**config.mk**
```make
export PLATFORM = sky130hd
export DESIGN_NAME = exec_ctrl_flat
export DESIGN_NICKNAME = d
export VERILOG_FILES = /design/src/rtl/riscv_ctrl_pkg.sv /design/src/rtl/exec_ctrl_if.sv /design/src/rtl/exec_mem_timer.sv /design/src/rtl/exec_ctrl.sv /design/src/flat_wrapper.sv
export SDC_FILE = /design/constraint.sdc
export NUM_CORES = 1
export LEC_CHECK = 0
export BUFFER_PORTS_ARGS = -buffer_cell sky130_fd_sc_hd__buf_2
export CORE_MARGIN = 1
export CORE_UTILIZATION = 41
export CTS_CLUSTER_SIZE = 25
export DETAILED_ROUTE_END_ITERATION = 10
export PLACE_DENSITY = 0.89
export SYNTH_ARGS = -nofsm -noshare
export SYNTH_HDL_FRONTEND = slang
export SYNTH_HIERARCHICAL = 1
export SYNTH_SLANG_ARGS = --single-unit
```
**constraint.sdc**
```tcl
create_clock -name clk -period 3.1 [get_ports clk]
set_input_delay 0.155 -clock clk [delete_from_list [all_inputs] [get_ports clk]]
set_output_delay 0.155 -clock clk [all_outputs]
set_load 0.005 [all_outputs]
```
**src/rtl/riscv_ctrl_pkg.sv**
```systemverilog
// Shared types and constants for the RV32 pipeline control blocks.
package riscv_ctrl_pkg;

    // Execute-stage sequencer states.
    typedef enum logic [1:0] {
        RUN   = 2'd0,
        MEM   = 2'd1,
        FLUSH = 2'd2,
        HALT  = 2'd3
    } exec_state_t;

    // Register x0 is hard-wired to zero; it is never written and never forwarded.
    localparam logic [4:0] X0 = 5'd0;

    // Fetch redirect value out of reset and the default data-memory timeout.
    localparam logic [31:0] RESETVEC_DEFAULT    = 32'h0000_0000;
    localparam int          MEM_TIMEOUT_DEFAULT = 16;

endpackage

```
**src/rtl/exec_ctrl_if.sv**
```systemverilog
// Bundle of F/D handshake, E/W status, data-memory and redirect signals
// around the execute-stage sequencer.
interface exec_ctrl_if;

    logic        fd_valid;
    logic        fd_ready;
    logic        fd_memwr;
    logic        fd_mem2reg;
    logic        fd_jump;
    logic [4:0]  fd_dst_sel;
    logic [4:0]  fd_src1_sel;
    logic [4:0]  fd_src2_sel;
    logic [31:0] ex_target;
    logic        ex_valid;
    logic        ex_memwr;
    logic        ex_mem2reg;
    logic        ex_jump;
    logic [4:0]  ex_dst_sel;
    logic        dmem_req;
    logic        dmem_we;
    logic        dmem_ack;
    logic        dmem_err;
    logic        redirect_valid;
    logic [31:0] redirect_pc;
    logic        wb_valid;
    logic [4:0]  wb_dst_sel;
    logic        fwd_src1;
    logic        fwd_src2;
    logic        trap;

    // The controller side.
    modport slave (
        input  fd_valid, fd_memwr, fd_mem2reg, fd_jump,
        input  fd_dst_sel, fd_src1_sel, fd_src2_sel, ex_target,
        input  dmem_ack, dmem_err,
        output fd_ready, ex_valid, ex_memwr, ex_mem2reg, ex_jump, ex_dst_sel,
        output dmem_req, dmem_we, redirect_valid, redirect_pc,
        output wb_valid, wb_dst_sel, fwd_src1, fwd_src2, trap
    );

    // The pipeline / memory side driving the controller.
    modport master (
        output fd_valid, fd_memwr, fd_mem2reg, fd_jump,
        output fd_dst_sel, fd_src1_sel, fd_src2_sel, ex_target,
        output dmem_ack, dmem_err,
        input  fd_ready, ex_valid, ex_memwr, ex_mem2reg, ex_jump, ex_dst_sel,
        input  dmem_req, dmem_we, redirect_valid, redirect_pc,
        input  wb_valid, wb_dst_sel, fwd_src1, fwd_src2, trap
    );

endinterface

```
**src/rtl/exec_mem_timer.sv**
```systemverilog
// Counts MEM cycles without an acknowledge and flags the last permitted one.
module exec_mem_timer
    import riscv_ctrl_pkg::*;
#(
    parameter int MEM_TIMEOUT = MEM_TIMEOUT_DEFAULT
) (
    input  logic clk,
    input  logic resetb,
    input  logic i_clear,
    input  logic i_enable,
    output logic o_expire
);

    // A zero timeout disables expiry; keep a 1-bit counter so widths stay legal.
    localparam int            CW   = (MEM_TIMEOUT > 0) ? $clog2(MEM_TIMEOUT + 1) : 1;
    localparam logic [CW-1:0] LAST = (MEM_TIMEOUT > 0) ? CW'(MEM_TIMEOUT - 1) : '0;

    logic [CW-1:0] r_count;

    // Clear on MEM entry, count each un-acknowledged MEM cycle.
    // NOTE: clocked state uses non-blocking assignments so every flop samples pre-edge values.
    always_ff @(posedge clk or negedge resetb) begin
        if (!resetb)       r_count <= '0;
        else if (i_clear)  r_count <= '0;
        else if (i_enable) r_count <= r_count + 1'b1;
    end

    assign o_expire = (MEM_TIMEOUT > 0) && i_enable && (r_count == LAST);

endmodule

```
**src/rtl/exec_ctrl.sv**
```systemverilog
// Execute-stage sequencer: F/D handshake, E/W registers, data-memory
// handshake, load-use stall, jump redirect, bypass selects and trap.
module exec_ctrl
    import riscv_ctrl_pkg::*;
#(
    parameter logic [31:0] RESETVEC    = RESETVEC_DEFAULT,
    parameter int          MEM_TIMEOUT = MEM_TIMEOUT_DEFAULT
) (
    input  logic        clk,
    input  logic        resetb,
    exec_ctrl_if.slave  bus
);

    exec_state_t r_state;
    exec_state_t w_state_nxt;

    logic       r_ex_valid;
    logic       r_ex_memwr;
    logic       r_ex_mem2reg;
    logic       r_ex_jump;
    logic [4:0] r_ex_dst_sel;
    logic       r_wb_valid;
    logic [4:0] r_wb_dst_sel;
    logic       r_trap;

    logic w_hazard;
    logic w_fd_ready;
    logic w_accept;
    logic w_wb_set;
    logic w_timer_clear;
    logic w_timer_en;
    logic w_expire;

    assign w_hazard = r_ex_valid && r_ex_mem2reg && (r_ex_dst_sel != X0) &&
                      ((r_ex_dst_sel == bus.fd_src1_sel) || (r_ex_dst_sel == bus.fd_src2_sel));

    assign w_accept = bus.fd_valid && w_fd_ready;

    exec_mem_timer #(
        .MEM_TIMEOUT (MEM_TIMEOUT)
    ) u_timer (
        .clk      (clk),
        .resetb   (resetb),
        .i_clear  (w_timer_clear),
        .i_enable (w_timer_en),
        .o_expire (w_expire)
    );

    // Next-state, F/D ready, writeback completion and timer control.
    // NOTE: every output of this block gets a default first so no path can infer a latch.
    always_comb begin
        w_state_nxt   = r_state;
        w_fd_ready    = 1'b0;
        w_wb_set      = 1'b0;
        w_timer_clear = 1'b0;
        w_timer_en    = 1'b0;
        case (r_state)
            RUN: begin
                w_fd_ready = !w_hazard;
                w_wb_set   = r_ex_valid && !r_ex_memwr && !r_ex_mem2reg;
                if (bus.fd_valid && !w_hazard) begin
                    if (bus.fd_memwr || bus.fd_mem2reg) begin
                        w_state_nxt   = MEM;
                        w_timer_clear = 1'b1;
                    end else if (bus.fd_jump) begin
                        w_state_nxt = FLUSH;
                    end
                end
            end
            MEM: begin
                w_timer_en = !bus.dmem_ack;
                if (bus.dmem_err) begin
                    w_state_nxt = HALT;
                end else if (bus.dmem_ack) begin
                    w_state_nxt = RUN;
                    w_wb_set    = r_ex_mem2reg;
                end else if (w_expire) begin
                    w_state_nxt = HALT;
                end
            end
            FLUSH: begin
                w_fd_ready  = 1'b1;
                w_wb_set    = r_ex_valid;
                w_state_nxt = RUN;
            end
            HALT: begin
                w_state_nxt = HALT;
            end
        endcase
    end

    // State register.
    always_ff @(posedge clk or negedge resetb) begin
        if (!resetb) r_state <= RUN;
        else         r_state <= w_state_nxt;
    end

    // E-stage registers: load on accept in RUN, hold while waiting in MEM, otherwise empty.
    always_ff @(posedge clk or negedge resetb) begin
        if (!resetb) begin
            r_ex_valid   <= 1'b0;
            r_ex_memwr   <= 1'b0;
            r_ex_mem2reg <= 1'b0;
            r_ex_jump    <= 1'b0;
            r_ex_dst_sel <= X0;
        end else if ((r_state == RUN) && w_accept) begin
            r_ex_valid   <= 1'b1;
            r_ex_memwr   <= bus.fd_memwr;
            r_ex_mem2reg <= bus.fd_mem2reg;
            r_ex_jump    <= bus.fd_jump;
            r_ex_dst_sel <= bus.fd_dst_sel;
        end else begin
            r_ex_valid   <= (r_state == MEM) && (w_state_nxt == MEM);
        end
    end

    // W-stage one-cycle write pulse and trap flag.
    always_ff @(posedge clk or negedge resetb) begin
        if (!resetb) begin
            r_wb_valid   <= 1'b0;
            r_wb_dst_sel <= X0;
            r_trap       <= 1'b0;
        end else begin
            r_wb_valid <= w_wb_set && (r_ex_dst_sel != X0);
            if (w_wb_set) r_wb_dst_sel <= r_ex_dst_sel;
            r_trap     <= (w_state_nxt == HALT);
        end
    end

    assign bus.fd_ready       = w_fd_ready;
    assign bus.ex_valid       = r_ex_valid;
    assign bus.ex_memwr       = r_ex_memwr;
    assign bus.ex_mem2reg     = r_ex_mem2reg;
    assign bus.ex_jump        = r_ex_jump;
    assign bus.ex_dst_sel     = r_ex_dst_sel;
    assign bus.dmem_req       = (r_state == MEM);
    assign bus.dmem_we        = (r_state == MEM) && r_ex_memwr;
    assign bus.redirect_valid = (r_state == FLUSH);
    assign bus.redirect_pc    = (r_state == FLUSH) ? bus.ex_target : RESETVEC;
    assign bus.wb_valid       = r_wb_valid;
    assign bus.wb_dst_sel     = r_wb_dst_sel;
    assign bus.fwd_src1       = r_wb_valid && (r_wb_dst_sel != X0) && (r_wb_dst_sel == bus.fd_src1_sel);
    assign bus.fwd_src2       = r_wb_valid && (r_wb_dst_sel != X0) && (r_wb_dst_sel == bus.fd_src2_sel);
    assign bus.trap           = r_trap;

endmodule

```
**src/flat_wrapper.sv**
```systemverilog
// flat-port wrapper written by rule: the top's interface ports become plain ports
module exec_ctrl_flat import riscv_ctrl_pkg::*;
#(
    parameter logic [31:0] RESETVEC    = RESETVEC_DEFAULT,
    parameter int          MEM_TIMEOUT = MEM_TIMEOUT_DEFAULT
)
  (clk, resetb, bus_fd_valid, bus_fd_memwr, bus_fd_mem2reg, bus_fd_jump, bus_fd_dst_sel, bus_fd_src1_sel, bus_fd_src2_sel, bus_ex_target, bus_dmem_ack, bus_dmem_err, bus_fd_ready, bus_ex_valid, bus_ex_memwr, bus_ex_mem2reg, bus_ex_jump, bus_ex_dst_sel, bus_dmem_req, bus_dmem_we, bus_redirect_valid, bus_redirect_pc, bus_wb_valid, bus_wb_dst_sel, bus_fwd_src1, bus_fwd_src2, bus_trap);
  exec_ctrl_if bus_i ();
  input  logic clk;
  input  logic resetb;
  input wire logic [$bits(bus_i.fd_valid)-1:0] bus_fd_valid;
  input wire logic [$bits(bus_i.fd_memwr)-1:0] bus_fd_memwr;
  input wire logic [$bits(bus_i.fd_mem2reg)-1:0] bus_fd_mem2reg;
  input wire logic [$bits(bus_i.fd_jump)-1:0] bus_fd_jump;
  input wire logic [$bits(bus_i.fd_dst_sel)-1:0] bus_fd_dst_sel;
  input wire logic [$bits(bus_i.fd_src1_sel)-1:0] bus_fd_src1_sel;
  input wire logic [$bits(bus_i.fd_src2_sel)-1:0] bus_fd_src2_sel;
  input wire logic [$bits(bus_i.ex_target)-1:0] bus_ex_target;
  input wire logic [$bits(bus_i.dmem_ack)-1:0] bus_dmem_ack;
  input wire logic [$bits(bus_i.dmem_err)-1:0] bus_dmem_err;
  output wire logic [$bits(bus_i.fd_ready)-1:0] bus_fd_ready;
  output wire logic [$bits(bus_i.ex_valid)-1:0] bus_ex_valid;
  output wire logic [$bits(bus_i.ex_memwr)-1:0] bus_ex_memwr;
  output wire logic [$bits(bus_i.ex_mem2reg)-1:0] bus_ex_mem2reg;
  output wire logic [$bits(bus_i.ex_jump)-1:0] bus_ex_jump;
  output wire logic [$bits(bus_i.ex_dst_sel)-1:0] bus_ex_dst_sel;
  output wire logic [$bits(bus_i.dmem_req)-1:0] bus_dmem_req;
  output wire logic [$bits(bus_i.dmem_we)-1:0] bus_dmem_we;
  output wire logic [$bits(bus_i.redirect_valid)-1:0] bus_redirect_valid;
  output wire logic [$bits(bus_i.redirect_pc)-1:0] bus_redirect_pc;
  output wire logic [$bits(bus_i.wb_valid)-1:0] bus_wb_valid;
  output wire logic [$bits(bus_i.wb_dst_sel)-1:0] bus_wb_dst_sel;
  output wire logic [$bits(bus_i.fwd_src1)-1:0] bus_fwd_src1;
  output wire logic [$bits(bus_i.fwd_src2)-1:0] bus_fwd_src2;
  output wire logic [$bits(bus_i.trap)-1:0] bus_trap;
  assign bus_i.fd_valid = bus_fd_valid;
  assign bus_i.fd_memwr = bus_fd_memwr;
  assign bus_i.fd_mem2reg = bus_fd_mem2reg;
  assign bus_i.fd_jump = bus_fd_jump;
  assign bus_i.fd_dst_sel = bus_fd_dst_sel;
  assign bus_i.fd_src1_sel = bus_fd_src1_sel;
  assign bus_i.fd_src2_sel = bus_fd_src2_sel;
  assign bus_i.ex_target = bus_ex_target;
  assign bus_i.dmem_ack = bus_dmem_ack;
  assign bus_i.dmem_err = bus_dmem_err;
  assign bus_fd_ready = bus_i.fd_ready;
  assign bus_ex_valid = bus_i.ex_valid;
  assign bus_ex_memwr = bus_i.ex_memwr;
  assign bus_ex_mem2reg = bus_i.ex_mem2reg;
  assign bus_ex_jump = bus_i.ex_jump;
  assign bus_ex_dst_sel = bus_i.ex_dst_sel;
  assign bus_dmem_req = bus_i.dmem_req;
  assign bus_dmem_we = bus_i.dmem_we;
  assign bus_redirect_valid = bus_i.redirect_valid;
  assign bus_redirect_pc = bus_i.redirect_pc;
  assign bus_wb_valid = bus_i.wb_valid;
  assign bus_wb_dst_sel = bus_i.wb_dst_sel;
  assign bus_fwd_src1 = bus_i.fwd_src1;
  assign bus_fwd_src2 = bus_i.fwd_src2;
  assign bus_trap = bus_i.trap;
  exec_ctrl #(.RESETVEC(RESETVEC), .MEM_TIMEOUT(MEM_TIMEOUT)) u_core (.clk(clk), .resetb(resetb), .bus(bus_i));
endmodule
```
; Word-level counts from Yosys, hierarchy flattened
; Index checks and enable logic that the tools add are counted.
[word_totals]
output_inout_bits = 54
elab_cells = 65
input_bits = 55
regBits = 23
[op_classes]
muxes = 19
n_eq_ne = 10
reduce_logical = 25
addsub = 1
[op_table]
columns = cell, count
row1 = $mux 32, 1
row2 = $eq 5x5->1, 4
row3 = $logic_and 1x1->1, 15
row4 = $mux 2, 6
row5 = $mux 5, 2
row6 = $reduce_bool 5->1, 2
row7 = $pmux 2 s4, 1
row8 = $mux 1, 7
row9 = $eq 2x2->1 const B, 3
row10 = $add 5x1->5 const B, 1
row11 = $eq 5x4->1 const B, 1
row12 = $eq 2x1->1 const B, 2
row13 = $logic_not 1->1, 4
row14 = $pmux 1 s3, 1
row15 = $logic_not 2->1, 1
row16 = $logic_or 1x1->1, 2
row17 = $pmux 1 s2, 1
row18 = $reduce_bool 2->1, 1

; Longest topological paths before layout
[depth]
ltp_word = 10
ltp_mapped = 8

; Cells and area by module
; Netlist, hierarchy kept.
[by_module_without_submodules]
columns = module, cells_each, seq_area_each_um2, n_inst, area_each_um2
row1 = exec_ctrl, 128, 450.4, 1, 1242.4
row2 = exec_mem_timer, 24, 125.1, 1, 285.3

; Worst setup path before layout
; Ideal clock, no wire load.
[synth_path]
path_kind = reg2reg
from = reg u_core.r_ex_dst_sel[2] (netlist: u_core/bus.ex_dst_sel[2])
to = reg u_core.u_timer.r_count[3]
path_stages_with_launch = 9
setup_ns = 0.125
n_path_buf = 1
synth_period_minus_slack_ns = 2.231
t_arrival_ns = 2.106
path_slack_ns = 0.869
path_cell_list = dfrtp_1 > or4_1 > nor2_2 > nor2_2 > a21oi_2 > buf_6 > and2_1 > and2b_1 > mux2_4
[synth_via]
elab_chain_len = 8
[synth_lines]
columns = element, line
row1 = from (decl), exec_ctrl.sv:21  ; logic [4:0] r_ex_dst_sel;
row2 = from (signal assigned), exec_ctrl.sv:111  ; r_ex_dst_sel <= bus.fd_dst_sel;
row3 = $eq 5x5->1 or $reduce_bool 5->1 (tied branches), "exec_ctrl.sv:35, exec_ctrl.sv:34"
row4 = $logic_or 1x1->1 or $logic_and 1x1->1 (tied branches), "exec_ctrl.sv:35, exec_ctrl.sv:34"
row5 = $logic_and 1x1->1 *, exec_ctrl.sv:34  ; assign w_hazard = r_ex_valid && r_ex_mem2reg && (r_ex_dst_sel != X0) &&
row6 = $logic_not 1->1 *, exec_ctrl.sv:61  ; if (bus.fd_valid && !w_hazard) begin
row7 = $logic_and 1x1->1 *, exec_ctrl.sv:61
row8 = $mux 1 *, exec_ctrl.sv:61
row9 = $mux 1 *, exec_ctrl.sv:57  ; case (r_state)
row10 = net u_core.w_timer_clear, exec_ctrl.sv:30  ; logic w_timer_clear;
row11 = $mux 5 or $reduce_bool 2->1 (tied branches), --
row12 = to (signal assigned), exec_mem_timer.sv:25  ; else if (i_enable) r_count <= r_count + 1'b1;
row13 = to (decl), exec_mem_timer.sv:18  ; logic [CW-1:0] r_count;
; The timed path passes the listed nets; every way through them passes the cells marked *.
; A chain may end at the register's enable or synchronous reset.

; Final worst setup path
; Ends and elaborated chain as after synthesis.

==> qor.txt <==
status - complete, no violations
placed insts - 303
WL per Instance - 13.3 um
Worst-Skew Late Latency - 0.27 ns
average cell area after synthesis - 10.1 sq um
# Post-CTS Setup Buffers - 0
Fill cells - 289
DR vias - 1444
Cell Area, Synth - 1530 sq um
GRT Residual Overflow - 0
Most used DFF post-synth - dfrtp_1
EDFF count, synth - 0
Post-synth ARST share - 100%
Via-to-Cell Ratio - 4.69
PnR Total Power - 1.73 mW
Net Count, Synth - 209
FF-to-FF path depth - 7
R2R Path End - u_core/u_timer/r_count[3]$_DFFE_PN0P_
layout cells sized above 1 - 48.5%
critical-path maximum fanout - 6
post-route ant nets - 0
vias in the first global route - 1399
setup slack after layout - 0.906 ns
Boundary Pins - 109
most frequent cells in the layout - buf_2 (108), and2_1 (35), dfrtp_1 (23)
RSZ-0062 raised after global routing - no
drt pass-1 iters - 4
CP most frequent cell - nor2_2
Clock Skew - 0.00455 ns
fin nets - 320
worst path cell trace - or4_1, nor2_2, nor2_2, a21oi_2, and2_1, and2b_1, mux2_4
post-synthesis sequential area ratio - 37.7%
# rows - 21
Worst slew margin - 52.9%
Tmin final - 2.19 ns
Die X - 63.0 um
Crit path max-delay family - simple AND/OR/NAND/NOR gates
Clock Sinks - 23
reg2reg setup slack - 0.91 ns
Iter 0 DRT Violations - 35
commonest non-fill, non-tap cell in the layout - buf_2
largest net degree at the start of global routing - 34
initial antenna violation count - 0
first-pass GRT wire length - 6550 um
Yosys top cell area share - 37.7%
Leakage Power - 1.18 nW
Core ar. - 3440 sq um
TNS Setup - 0 ns
RePlAce Congestion - 0.812
Num CTS Buffers - 3
library cells used by synthesis - 37
synth-to-layout area growth - 41.6%
slowest CP cell - or4_1
HP Class - in2reg
CTS H-tree depth - 1
port buffer count - 108
area post-placement - 2110 sq um
hold slack - 0.109 ns
Layout Utilization - 62.8%
TritonCTS clock tree - yes
DRC errors left - 0
CP Buf/Inv Count - 0
final instance area - 2160 sq um
CP endpoint kind - register
Synth area leaders - dfrtp_1 (38%), and2_1 (14%), xnor2_1 (9.7%), mux2_4 (6.9%), mux2_1 (4.4%)
Peak Freq - 456 MHz
Worst Path Required - 3.26 ns
yosys warns - 6
HPWL after DPL - 3310 um
Seq cells post-synth - 23
r2r startpoint - u_core/bus.ex_dst_sel[2]$_DFFE_PN0P_
Slew Limit Fails - 0
hold path start - bus_fd_dst_sel[3]
CTS root buf - clkbuf_8
CP arrival - 2.35 ns
Least-Margin Pin Slew - 0.705 ns
worst hold stages - 2
Layout Cells excl Fill - 308
final hold viol count - 0
PD cells - 801 nW/um^2
MaxCap Viol Count - 0
n_diodes - 0
routed wire length - 4110 um
# setup viols final - 0
dpl ws - 0.927 ns
Worst setup SP type - register
Clock transition at path regs - 0.08 ns
Hold Path Sink - u_core/bus.ex_dst_sel[3]$_DFFE_PN0P_
critical path class - reg2reg
Final Cycle Share - 70.8%
worst-case vdd ir drop - 0.000629 V
overall routing resource usage - 20.8%
Yosys top cell by area - dfrtp_1
Initial Utilization - 44.4%
Worst path max stage delay - 0.56 ns
Die Ht - 63.0 um
CTS Buffer Depth - 2
die area - 3970 sq um
Cells after Synth - 152
cells by family after synthesis:
kind of cell               share of synthesized area (%)
buffers and inverters                               2.95
DFF                                                 37.7
and+or+nand+nor                                     26.9
adders and majority gates                           1.64
muxes                                               12.0
AOI/OAI and AO/OA                                   6.88
xor gates and xnor gates                            12.0
metal layers:
| layer | global-route usage [%] | share of wire [%] |
|---|---|---|
| met3 | 4.74 | 5.8 |
| met2 | 35.2 | 49 |
| met1 | 26.9 | 45 |
| met4 | 3.78 | 0.19 |
| met5 | 0 | 0 |
cell usage after synthesis (2+ instances only):
library cell and n:
clkbuf_1 3, nor4_1 2, nand2_1 6, o21ai_1 2, nor2_1 11, buf_6 2
dfrtp_1 23, ha_1 2, nand3_1 4, inv_1 2, nor2_2 2, nor2b_1 2
and2_1 35, and3_1 2, xnor2_1 17, or4_1 2, mux2_4 7, xor2_1 4
mux2_1 6
sequential cells by signal, summed over array words and instances, names as in the netlist:
signal,cells
u_core/r_state,2
u_core/bus.trap,1
u_core/bus.wb_valid,1
u_core/bus.ex_dst_sel,5
u_core/bus.ex_jump,1
u_core/bus.ex_valid,1
u_core/bus.ex_mem2reg,1
u_core/bus.wb_dst_sel,5
u_core/bus.ex_memwr,1
u_core/u_timer/r_count,5
area by class of cell:
type                    count  area [sq um]  share of cell area (%)
inverters                   3          11.3                   0.521
clock inverters             1          5.00                   0.231
flip-flops and latches     23           576                    26.6
repair buffers            111           566                    26.1
well taps                  46          57.6                    2.66
multi-input cells         121           907                    41.9
clock buffers               3          41.3                    1.91
power by group:
group          internal, mW  switching [mW]  total (mW)
Sequential            0.440           0.201       0.641
Clock                0.0899          0.0990       0.189
Combinational         0.513           0.389       0.902
Total                  1.04           0.689        1.73
worst max-delay path by stage:
stage	slack, ns	endpoint	depth (start not counted)	start
2_1_floorplan	0.87	u_core/u_timer/r_count[3]$_DFFE_PN0P_	8	u_core/bus.ex_dst_sel[2]$_DFFE_PN0P_
3_3_place_gp	0.99	u_core/u_timer/r_count[3]$_DFFE_PN0P_	7	u_core/bus.ex_dst_sel[2]$_DFFE_PN0P_
3_5_place_dp	0.93	u_core/u_timer/r_count[3]$_DFFE_PN0P_	7	u_core/bus.ex_dst_sel[2]$_DFFE_PN0P_
4_1_cts	0.91	u_core/u_timer/r_count[3]$_DFFE_PN0P_	7	u_core/bus.ex_dst_sel[2]$_DFFE_PN0P_
5_1_grt	0.82	u_core/u_timer/r_count[3]$_DFFE_PN0P_	7	u_core/bus.ex_dst_sel[2]$_DFFE_PN0P_
6_report	0.91	u_core/u_timer/r_count[3]$_DFFE_PN0P_	7	u_core/bus.ex_dst_sel[2]$_DFFE_PN0P_
worst reg2reg max path: stages (launching register included):
cell and delay, ns:
dfrtp_1 0.46, or4_1 0.57, nor2_2 0.13, nor2_2 0.07, a21oi_2 0.15, and2_1 0.24
and2b_1 0.21, mux2_4 0.25
repair_timing:
item                                   4_1_cts  5_1_grt
gates resized for setup                      0        0
endpoints found under the hold margin       23        0
hold buffers                                 1        0
No activity file was read; power rests on OpenSTA's default activity.
